[config.mk]
export PLATFORM = sky130hd
export DESIGN_NAME = mdc_acondicionador
export DESIGN_NICKNAME = d
export VERILOG_FILES = /design/src/rtl/mdc_pkg.sv /design/src/rtl/mdc_antirrebote.sv /design/src/rtl/mdc_acondicionador.sv
export SDC_FILE = /design/constraint.sdc
export NUM_CORES = 1
export LEC_CHECK = 0
export CAP_MARGIN = 20
export CORE_MARGIN = 2
export CORE_UTILIZATION = 59
export CTS_BUF_LIST = sky130_fd_sc_hd__clkbuf_8
export DETAILED_ROUTE_END_ITERATION = 10
export PLACE_DENSITY = 0.81
export SLEW_MARGIN = 20
export SYNTH_ARGS = -nofsm -noshare
export SYNTH_HDL_FRONTEND = slang
export SYNTH_SLANG_ARGS = --single-unit
[constraint.sdc]
create_clock -name clk -period 4.75 [get_ports clk]
set_input_delay 0.7125 -clock clk [delete_from_list [all_inputs] [get_ports clk]]
set_output_delay 0.7125 -clock clk [all_outputs]
set_load 0.05 [all_outputs]
[src/rtl/mdc_pkg.sv]
// mdc_pkg: values shared by the input-conditioning stage and the controller bench.
//   - coin code encoding and its credit value
//   - brew-timer state encoding
//   - default prices, credit ceiling and brew times
package mdc_pkg;

  localparam logic [1:0] MONEDA_25  = 2'd0;
  localparam logic [1:0] MONEDA_50  = 2'd1;
  localparam logic [1:0] MONEDA_100 = 2'd2;
  localparam logic [1:0] MONEDA_INV = 2'd3;

  localparam logic [7:0]  PRECIO_P_DEF    = 8'd100;
  localparam logic [7:0]  PRECIO_G_DEF    = 8'd150;
  localparam logic [7:0]  CREDITO_MAX_DEF = 8'd250;
  localparam logic [15:0] T_PEQ_DEF       = 16'd5;
  localparam logic [15:0] T_GRA_DEF       = 16'd8;

  typedef enum logic [1:0] {
    T_IDLE   = 2'd0,
    T_CUENTA = 2'd1,
    T_FIN    = 2'd2
  } tm_estado_e;

  // Credit units for a coin code; the invalid code is worth nothing.
  function automatic logic [7:0] valor_moneda(input logic [1:0] cod);
    case (cod)
      MONEDA_25:  valor_moneda = 8'd25;
      MONEDA_50:  valor_moneda = 8'd50;
      MONEDA_100: valor_moneda = 8'd100;
      default:    valor_moneda = 8'd0;
    endcase
  endfunction

endpackage

[src/rtl/mdc_antirrebote.sv]
// mdc_antirrebote: two-flop synchroniser plus debounce for one raw button.
//   clk    in  system clock
//   rst    in  synchronous reset, active-high
//   raw    in  raw button level, asynchronous, active-high
//   evento out one-cycle pulse when the press has been stable DEB_CICLOS cycles
// The counter saturates at DEB_CICLOS, so a held button yields exactly one
// event; only a release (synced level 0) clears it and re-arms the detector.
module mdc_antirrebote #(
  parameter int DEB_CICLOS = 4
) (
  input  logic clk,
  input  logic rst,
  input  logic raw,
  output logic evento
);

  localparam int CW = $clog2(DEB_CICLOS + 1);
  localparam logic [CW-1:0] CNT_MAX = CW'(DEB_CICLOS);

  logic          s1;
  logic          s2;
  logic [CW-1:0] cnt;

  always_ff @(posedge clk) begin
    if (rst) begin
      s1     <= 1'b0;
      s2     <= 1'b0;
      cnt    <= '0;
      evento <= 1'b0;
    end else begin
      s1     <= raw;
      s2     <= s1;
      evento <= 1'b0;
      if (s2) begin
        if (cnt != CNT_MAX) begin
          cnt <= cnt + CW'(1);
        end
        // fires on the step that brings the count to DEB_CICLOS
        evento <= (cnt == CNT_MAX - CW'(1));
      end else begin
        cnt <= '0;
      end
    end
  end

endmodule

[src/rtl/mdc_acondicionador.sv]
// mdc_acondicionador: conditions the raw machine inputs into the six active-low
// condition lines of the coffee controller.
//   clk, rst         clock and synchronous active-high reset
//   btn_p_raw/g_raw  raw size buttons
//   moneda_valid/val coin pulse and code
//   nivel_*_raw      raw water/coffee level sensors
//   pedido_ack       controller consumed the pending request
//   cobrar           deduct price of the latched size
//   tm_start         start/restart brew timer
//   hm ha bp bb hc tm condition lines (0 = asserted)
//   credito          current credit
//   estado_tm        brew-timer state, for observation
// Handshakes: moneda_valid, cobrar, tm_start and pedido_ack are single-cycle
// pulses sampled on the rising edge; there is no back-pressure.
module mdc_acondicionador
  import mdc_pkg::*;
#(
  parameter int          DEB_CICLOS  = 4,
  parameter logic [7:0]  PRECIO_P    = PRECIO_P_DEF,
  parameter logic [7:0]  PRECIO_G    = PRECIO_G_DEF,
  parameter logic [7:0]  CREDITO_MAX = CREDITO_MAX_DEF,
  parameter logic [15:0] T_PEQ       = T_PEQ_DEF,
  parameter logic [15:0] T_GRA       = T_GRA_DEF
) (
  input  logic       clk,
  input  logic       rst,
  input  logic       btn_p_raw,
  input  logic       btn_g_raw,
  input  logic       moneda_valid,
  input  logic [1:0] moneda_val,
  input  logic       nivel_agua_raw,
  input  logic       nivel_cafe_raw,
  input  logic       pedido_ack,
  input  logic       cobrar,
  input  logic       tm_start,
  output logic       hm,
  output logic       ha,
  output logic       bp,
  output logic       bb,
  output logic       hc,
  output logic       tm,
  output logic [7:0] credito,
  output tm_estado_e estado_tm
);

  // ---------------- sensors ----------------
  logic [1:0] agua_sync;
  logic [1:0] cafe_sync;

  always_ff @(posedge clk) begin
    if (rst) begin
      agua_sync <= 2'b00;
      cafe_sync <= 2'b00;
    end else begin
      agua_sync <= {agua_sync[0], nivel_agua_raw};
      cafe_sync <= {cafe_sync[0], nivel_cafe_raw};
    end
  end

  assign ha = ~agua_sync[1];
  assign hc = ~cafe_sync[1];

  // ---------------- buttons / request ----------------
  logic ev_p;
  logic ev_g;
  logic req;
  logic tamano;  // 0 = small, 1 = large

  mdc_antirrebote #(.DEB_CICLOS(DEB_CICLOS)) u_deb_p (
    .clk    (clk),
    .rst    (rst),
    .raw    (btn_p_raw),
    .evento (ev_p)
  );

  mdc_antirrebote #(.DEB_CICLOS(DEB_CICLOS)) u_deb_g (
    .clk    (clk),
    .rst    (rst),
    .raw    (btn_g_raw),
    .evento (ev_g)
  );

  always_ff @(posedge clk) begin
    if (rst) begin
      req    <= 1'b0;
      tamano <= 1'b0;
    end else if (pedido_ack) begin
      req <= 1'b0;
    end else if (!req && (ev_p || ev_g)) begin
      req    <= 1'b1;
      tamano <= ~ev_p;  // small wins a tie
    end
  end

  assign bp = ~(req & ~tamano);
  assign bb = ~(req & tamano);

  // ---------------- credit ----------------
  logic [7:0] precio;
  logic [7:0] cred_ded;
  logic [8:0] suma;
  logic [7:0] credito_next;

  // Deduction is applied before the coin so a same-cycle coin cannot fund it.
  always_comb begin
    precio   = tamano ? PRECIO_G : PRECIO_P;
    cred_ded = credito;
    if (cobrar && (credito >= precio)) begin
      cred_ded = credito - precio;
    end
    suma = {1'b0, cred_ded};
    if (moneda_valid && (moneda_val != MONEDA_INV)) begin
      suma = suma + {1'b0, valor_moneda(moneda_val)};
    end
    credito_next = (suma > {1'b0, CREDITO_MAX}) ? CREDITO_MAX : suma[7:0];
  end

  always_ff @(posedge clk) begin
    if (rst) begin
      credito <= 8'd0;
      hm      <= 1'b1;
    end else begin
      credito <= credito_next;
      hm      <= ~(credito_next >= PRECIO_P);
    end
  end

  // ---------------- brew timer ----------------
  tm_estado_e  estado;
  tm_estado_e  estado_next;
  logic [15:0] cnt;
  logic [15:0] cnt_next;

  always_ff @(posedge clk) begin
    if (rst) begin
      estado <= T_IDLE;
      cnt    <= 16'd0;
    end else begin
      estado <= estado_next;
      cnt    <= cnt_next;
    end
  end

  // Loading T-1 and leaving on cnt==0 makes tm fall T edges after tm_start.
  always_comb begin
    estado_next = estado;
    cnt_next    = cnt;
    tm          = (estado != T_FIN);
    if (tm_start) begin
      cnt_next    = (tamano ? T_GRA : T_PEQ) - 16'd1;
      estado_next = T_CUENTA;
    end else begin
      case (estado)
        T_CUENTA: begin
          if (cnt == 16'd0) begin
            estado_next = T_FIN;
          end else begin
            cnt_next = cnt - 16'd1;
          end
        end
        default: begin
          estado_next = estado;
        end
      endcase
    end
  end

  assign estado_tm = estado;

endmodule

# Yosys cells after proc, flatten, opt, wreduce, memory -nomap -nowiden
# Cells that the tools add are included.
[op_classes]
add_sub_neg = 6
muxes = 13
n_bitwise = 12
reduce_logical = 17
n_eq_ne = 10
order_cmp = 3
[op_table]
columns = ["cell", "count"]
rows = [
  ["$mux W16", 3],
  ["$mux W8", 4],
  ["$pmux W7 S3", 1],
  ["$logic_not A16 Y1", 1],
  ["$sub A16 B1 Y16 const B", 1],
  ["$not A1 Y1", 10],
  ["$add A8 B8 Y9", 1],
  ["$gt A9 B8 Y1 const B", 1],
  ["$mux W9", 1],
  ["$ge A8 B7 Y1 const B", 1],
  ["$ge A8 B8 Y1", 1],
  ["$reduce_and A2 Y1", 4],
  ["$reduce_or A2 Y1", 4],
  ["$sub A8 B8 Y8", 1],
  ["$add A3 B1 Y3 const B", 2],
  ["$eq A3 B2 Y1 const B", 2],
  ["$ne A2 B2 Y1 const B", 3],
  ["$ne A3 B3 Y1 const B", 2],
  ["$sub A4 B1 Y5 const B", 1],
  ["$eq A2 B1 Y1 const B", 2],
  ["$mux W4", 1],
  ["$reduce_bool A2 Y1", 2],
  ["$logic_and A1 B1 Y1", 3],
  ["$mux W1", 3],
  ["other kinds (5)", 6],
]
[word_totals]
input_bits = 12
regBits = 45
elab_cells = 78

# Longest topological paths before layout
[depth]
word_depth = 10
depth_mapped = 18
mapped_depth_nobuf = 17

# Cells and area by module
# From an unflattened synthesis, not the netlist that was laid out.
[unflattened]
hier_cells = 309
hier_area_um2 = 2742.6
[by_module_without_submodules]
columns = ["module", "area_per_inst_um2", "cells_each", "n_inst", "seq_area_each_um2"]
rows = [
  ["mdc_acondicionador", 2252.2, 259, 1, 660.6],
  ["mdc_antirrebote", 245.2, 25, 2, 120.1],
]

# Worst setup path after synthesis
# OpenSTA, ideal clock, no wires.
[synth_path]
path_kind = "reg-to-reg"
from = "reg credito[1]"
to = "reg credito[1]"
period_less_slack_ns = 4.387
path_slack_ns = 0.363
stages_incl_launch_ff = 19
arrival_ns = 4.329
setup_time_ns = 0.058
cell_sequence = "dfxtp_1 > inv_1 > ha_1 > nand2b_1 > a31o_1 > a31oi_4 > buf_6 > nor2_1 > a21oi_1 > inv_1 > fa_1 > o21ai_0 > o211ai_1 > mux2i_1 > nor4_4 > and3_2 > or3_4 > nor4_4 > o21ba_1"
[synth_via]
elab_chain_cells = 7
[synth_lines]
columns = ["item", "line_no", "text"]
rows = [
  ["from (decl)", "mdc_acondicionador.sv:42", "output logic [7:0] credito,"],
  ["from (signal assigned)", "mdc_acondicionador.sv:123", "credito <= credito_next;"],
  ["$ge A8 B8 Y1", "mdc_acondicionador.sv:108", "if (cobrar && (credito >= precio)) begin"],
  ["$logic_and A1 B1 Y1", "mdc_acondicionador.sv:108", ""],
  ["$mux W8 (*)", "mdc_acondicionador.sv:108", ""],
  ["$add A8 B8 Y9", "mdc_acondicionador.sv:113", "suma = suma + {1'b0, valor_moneda(moneda_val)};"],
  ["$mux W9 (*)", "mdc_acondicionador.sv:112", "if (moneda_valid && (moneda_val != MONEDA_INV)) begin"],
  ["$gt A9 B8 Y1", "mdc_acondicionador.sv:115", "credito_next = (suma > {1'b0, CREDITO_MAX}) ? CREDITO_MAX : suma[7:0];"],
  ["$mux W8 (*)", "mdc_acondicionador.sv:115", ""],
]
# Mark *: on every way between the ends. The rest lies on a longest branch, timed or not.
# A chain may end at the register's enable or synchronous reset.

# Worst setup path after layout
[layout_path]
from = "reg tamano"
to = "reg credito[1]"
[layout_via]
elab_chain_cells = 8
[layout_lines]
columns = ["item", "line_no", "text"]
rows = [
  ["from (decl)", "mdc_acondicionador.sv:67", "logic tamano;"],
  ["from (signal assigned)", "mdc_acondicionador.sv:91", "tamano <= ~ev_p;"],
  ["$mux W8 (*)", "mdc_acondicionador.sv:106", "precio = tamano ? PRECIO_G : PRECIO_P;"],
  ["$ge A8 B8 Y1", "mdc_acondicionador.sv:108", ""],
  ["$logic_and A1 B1 Y1", "mdc_acondicionador.sv:108", ""],
  ["$mux W8 (*)", "mdc_acondicionador.sv:108", ""],
  ["$add A8 B8 Y9", "mdc_acondicionador.sv:113", ""],
  ["$mux W9 (*)", "mdc_acondicionador.sv:112", ""],
  ["$gt A9 B8 Y1", "mdc_acondicionador.sv:115", ""],
  ["$mux W8 (*)", "mdc_acondicionador.sv:115", ""],
]
# Marked as above.

==> summary.md <==
| Metric | Value |
|---|---|
| Status | `complete, no violations` |
| Mapped Cells | `316` |
| Final WL | `5470 um` |
| Initial Utilization | `61.5%` |
| Vias per cell | `5.67` |
| Die width | `71.6 um` |
| DRC viols | `0` |
| Hold WS | `0.442 ns` |
| Worst setup EP type | `register` |
| First-pass GRT wire length | `9150 um` |
| Setup ws final | `0.275 ns` |
| Vias in the first global route | `2,028` |
| Total track usage | `22.7%` |
| Synth unique cells | `52` |
| Seq/Total Area, Yosys | `33.4%` |
| Cell Area, Placed | `3010 sq um` |
| CP startpoint kind | `register` |
| HP Class | `reg -> reg` |
| Period Utilization, post-route | `94.2%` |
| Worst-Margin Slew | `0.774 ns` |
| Slowest Stage Delay on Critical Path | `0.47 ns` |
| Synthesized Nets | `355` |
| IO Pins | `28` |
| Leak Pwr | `0.00122 uW` |
| Pwr/cell area | `297 nW/um^2` |
| Die ar. | `5130 sq um` |
| CTS clk-pin slew, worst paths | `0.08 ns` |
| Crit path max-delay family | `compound AO/OA/AOI/OAI gates` |
| Setup-failing EPs final | `0` |
| Global-route congestion overflow total | `0` |
| Pre-CTS WS | `0.243 ns` |
| Num CTS Buffers | `5` |
| Worst path cell trace | `inv_1 > ha_1 > o211ai_1 > a31o_1 > a31oi_4 > nor2_1 > a21oi_1 > inv_1 > fa_1 > o21ai_0 > buf_4 > o211ai_1 > mux2i_1 > nor4_4 > and3_2 > or3_4 > nor4_4 > o21ba_1` |
| Post-Syn Area | `2700 sq um` |
| Maximum clock frequency | `223 MHz` |
| CTS tree | `built` |
| Clock Path Buffers | `2` |
| Share of cells above drive strength 1 | `7.45%` |
| Wirelength per Cell | `13.6 um` |
| Syn Area/Cell | `8.54 sq um` |
| I/O Buffers | `27` |
| Layout Utilization | `71.7%` |
| # fillers | `346` |
| # diodes | `0` |
| Setup Skew | `0.00456 ns` |
| H-tree levels | `2` |
| Post-route cell area | `3140 sq um` |
| Maximum VDD drop | `0.000222 V` |
| Buffers & Inverters on Critical Path | `3` |
| Critical-path top delay cell | `dfxtp_1` |
| Post-synth EDFFs | `0` |
| Layout Nets | `387` |
| Register area | `901 sq um` |
| Die Y | `71.6 um` |
| Drt first pass iters | `4` |
| Asr flop ratio synth | `0%` |
| Worst skew pair latency | `0.29 ns` |
| Iteration-0 DRC Markers | `92` |
| Top FF cell, synth | `dfxtp_1` |
| Antenna viol nets, final | `0` |
| Seq cells post-synth | `45` |
| Period minus WS final | `4.48 ns` |
| Clock root cell | `clkbuf_8` |
| Detail Placement HPWL | `4130 um` |
| Cell Rows | `24` |
| Max Cap Violations | `0` |
| Core box area | `4380 sq um` |
| Max FO, Critical Path | `11` |
| Setup Crit Path Kind | `reg -> reg` |
| Initial antenna violation count | `0` |
| Fin. max-slew vios | `0` |
| Multi-input gate area | `1670 sq um` |
| CTS Sinks | `45` |
| Final hold vios | `0` |
| Largest net degree at the start of global routing | `27` |
| Post-CTS Hold Buffers | `0` |
| Syn. warnings | `0` |
| Post-synthesis to final-layout area growth | `16.5%` |
| Vias | `2,272` |
| Worst relative slew slack | `48.1%` |
| Final GP Congestion | `0.908` |
| Critical path required time | `4.99 ns` |
| Worst EP arrival | `4.71 ns` |
==> worst register-to-register path, delay by kind of cell (launching register included) <==
| family | cells | cell delay (ns) |
|---|---|---|
| fa+ha+maj | 2 | 0.84 |
| flops | 1 | 0.47 |
| mux | 1 | 0.26 |
| buf+inv | 3 | 0.41 |
| simple gates | 5 | 1.02 |
| compound gates | 7 | 1.42 |
==> metal layers <==
| layer | vias up | wire (um) | GRT usage (%) | share of wire (%) |
|---|---|---|---|---|
| met3 | 9 | 192 | 4.64 | 3.5 |
| met5 | - | 0 | 0 | 0 |
| met2 | 44 | 2490 | 35.2 | 46 |
| met1 | 1058 | 2710 | 31.6 | 50 |
| met4 | 0 | 74 | 8.18 | 1.4 |
| li1 | 1161 | - | - | - |
==> kinds of logic after synthesis <==
group / Yosys count / share of synthesized area [%]
buf+inv: 32 / 4.73
xor+xnor: 22 / 7.14
flops: 45 / 33.4
simple gates: 120 / 23.2
compound gates: 62 / 15.4
mux: 8 / 3.29
fa+ha+maj: 27 / 12.8
==> what timing repair did <==
item,CTS,global route
setup endpoints to repair,0,4
resized for setup,0,0
buffers inserted,0,4
==> per-stage QoR <==
step	setup TNS (ns)	total power (uW)	std cells
5_1_grt	-0.0372	984	401
3_3_place_gp	0	679	389
4_1_cts	0	936	397
2_1_floorplan	0	619	316
3_5_place_dp	0	684	389
6_report	0	932	401
==> layout make-up <==
cell class	instances	area share, %
clock buffers	7	3.07
repair buffers	33	10.0
clock inverters	1	0.159
flip-flops and latches	45	28.7
inverters	24	2.87
multi-input cells	239	53.1
well taps	52	2.07
==> registers in the layout, summed over array words and instances (netlist names), 2 cells and up <==
name,flops
estado_tm,2
credito,8
cafe_sync,2
u_deb_g.cnt,3
cnt,16
agua_sync,2
u_deb_p.cnt,3
==> cells in the mapped netlist (all sizes together) (2+ instances only) <==
master  instances  area share, %
xnor2          17            5.5
a31o            2           0.65
nor2b          11            2.6
mux2            4            1.8
a211oi          6            1.9
nor2           37            5.1
nor3           13            2.4
mux2i           4            1.5
nor4            3            1.8
xor2            5            1.6
inv            24            3.3
or4             3           0.83
nand4           2           0.46
ha             26             12
a21oi          24            4.5
clkbuf          6           0.83
and3            2           0.51
nand3           5           0.93
nand2          26            3.6
nand2b          6            1.4
or3             4            1.1
o21ai           9            1.7
o21a            3           0.83
and4            2           0.70
dfxtp          45             33
buf             2           0.56
nor4b           2           0.65
o211ai          6            1.7
a31oi           2            1.0
==> placed cells by master (no fill, tap or decap), drive strengths merged, types with 4 or more instances in the layout <==
cell,synthesis,layout
nand3,5,5
o211ai,6,6
buf,2,6
clkdlybuf4s50,0,27
nor2,37,37
dfxtp,45,45
nand2b,6,6
o21ai,9,9
inv,24,24
ha,26,26
nand2,26,26
xnor2,17,17
nor2b,11,11
mux2,4,4
mux2i,4,4
or3,4,4
clkbuf,6,7
nor3,13,13
a211oi,6,6
xor2,5,5
a21oi,24,24
==> path summary, 6_finish.rpt <==
check	from	to	slack [ns]	cells past startpoint
min	u_deb_p.s1$_SDFF_PP0_	u_deb_p.s2$_SDFF_PP0_	0.44	1
min reg2reg	u_deb_p.s1$_SDFF_PP0_	u_deb_p.s2$_SDFF_PP0_	0.44	1
max reg2reg	tamano$_SDFFE_PP0P_	credito[1]$_SDFF_PP0_	0.27	18
max	tamano$_SDFFE_PP0P_	credito[1]$_SDFF_PP0_	0.27	18
==> power breakdown <==
group	internal (uW)	total (uW)	switching (uW)
sequential	398	417	19.5
clock	131	252	121
combinational	107	263	155
(Power assumes the default switching activity.)
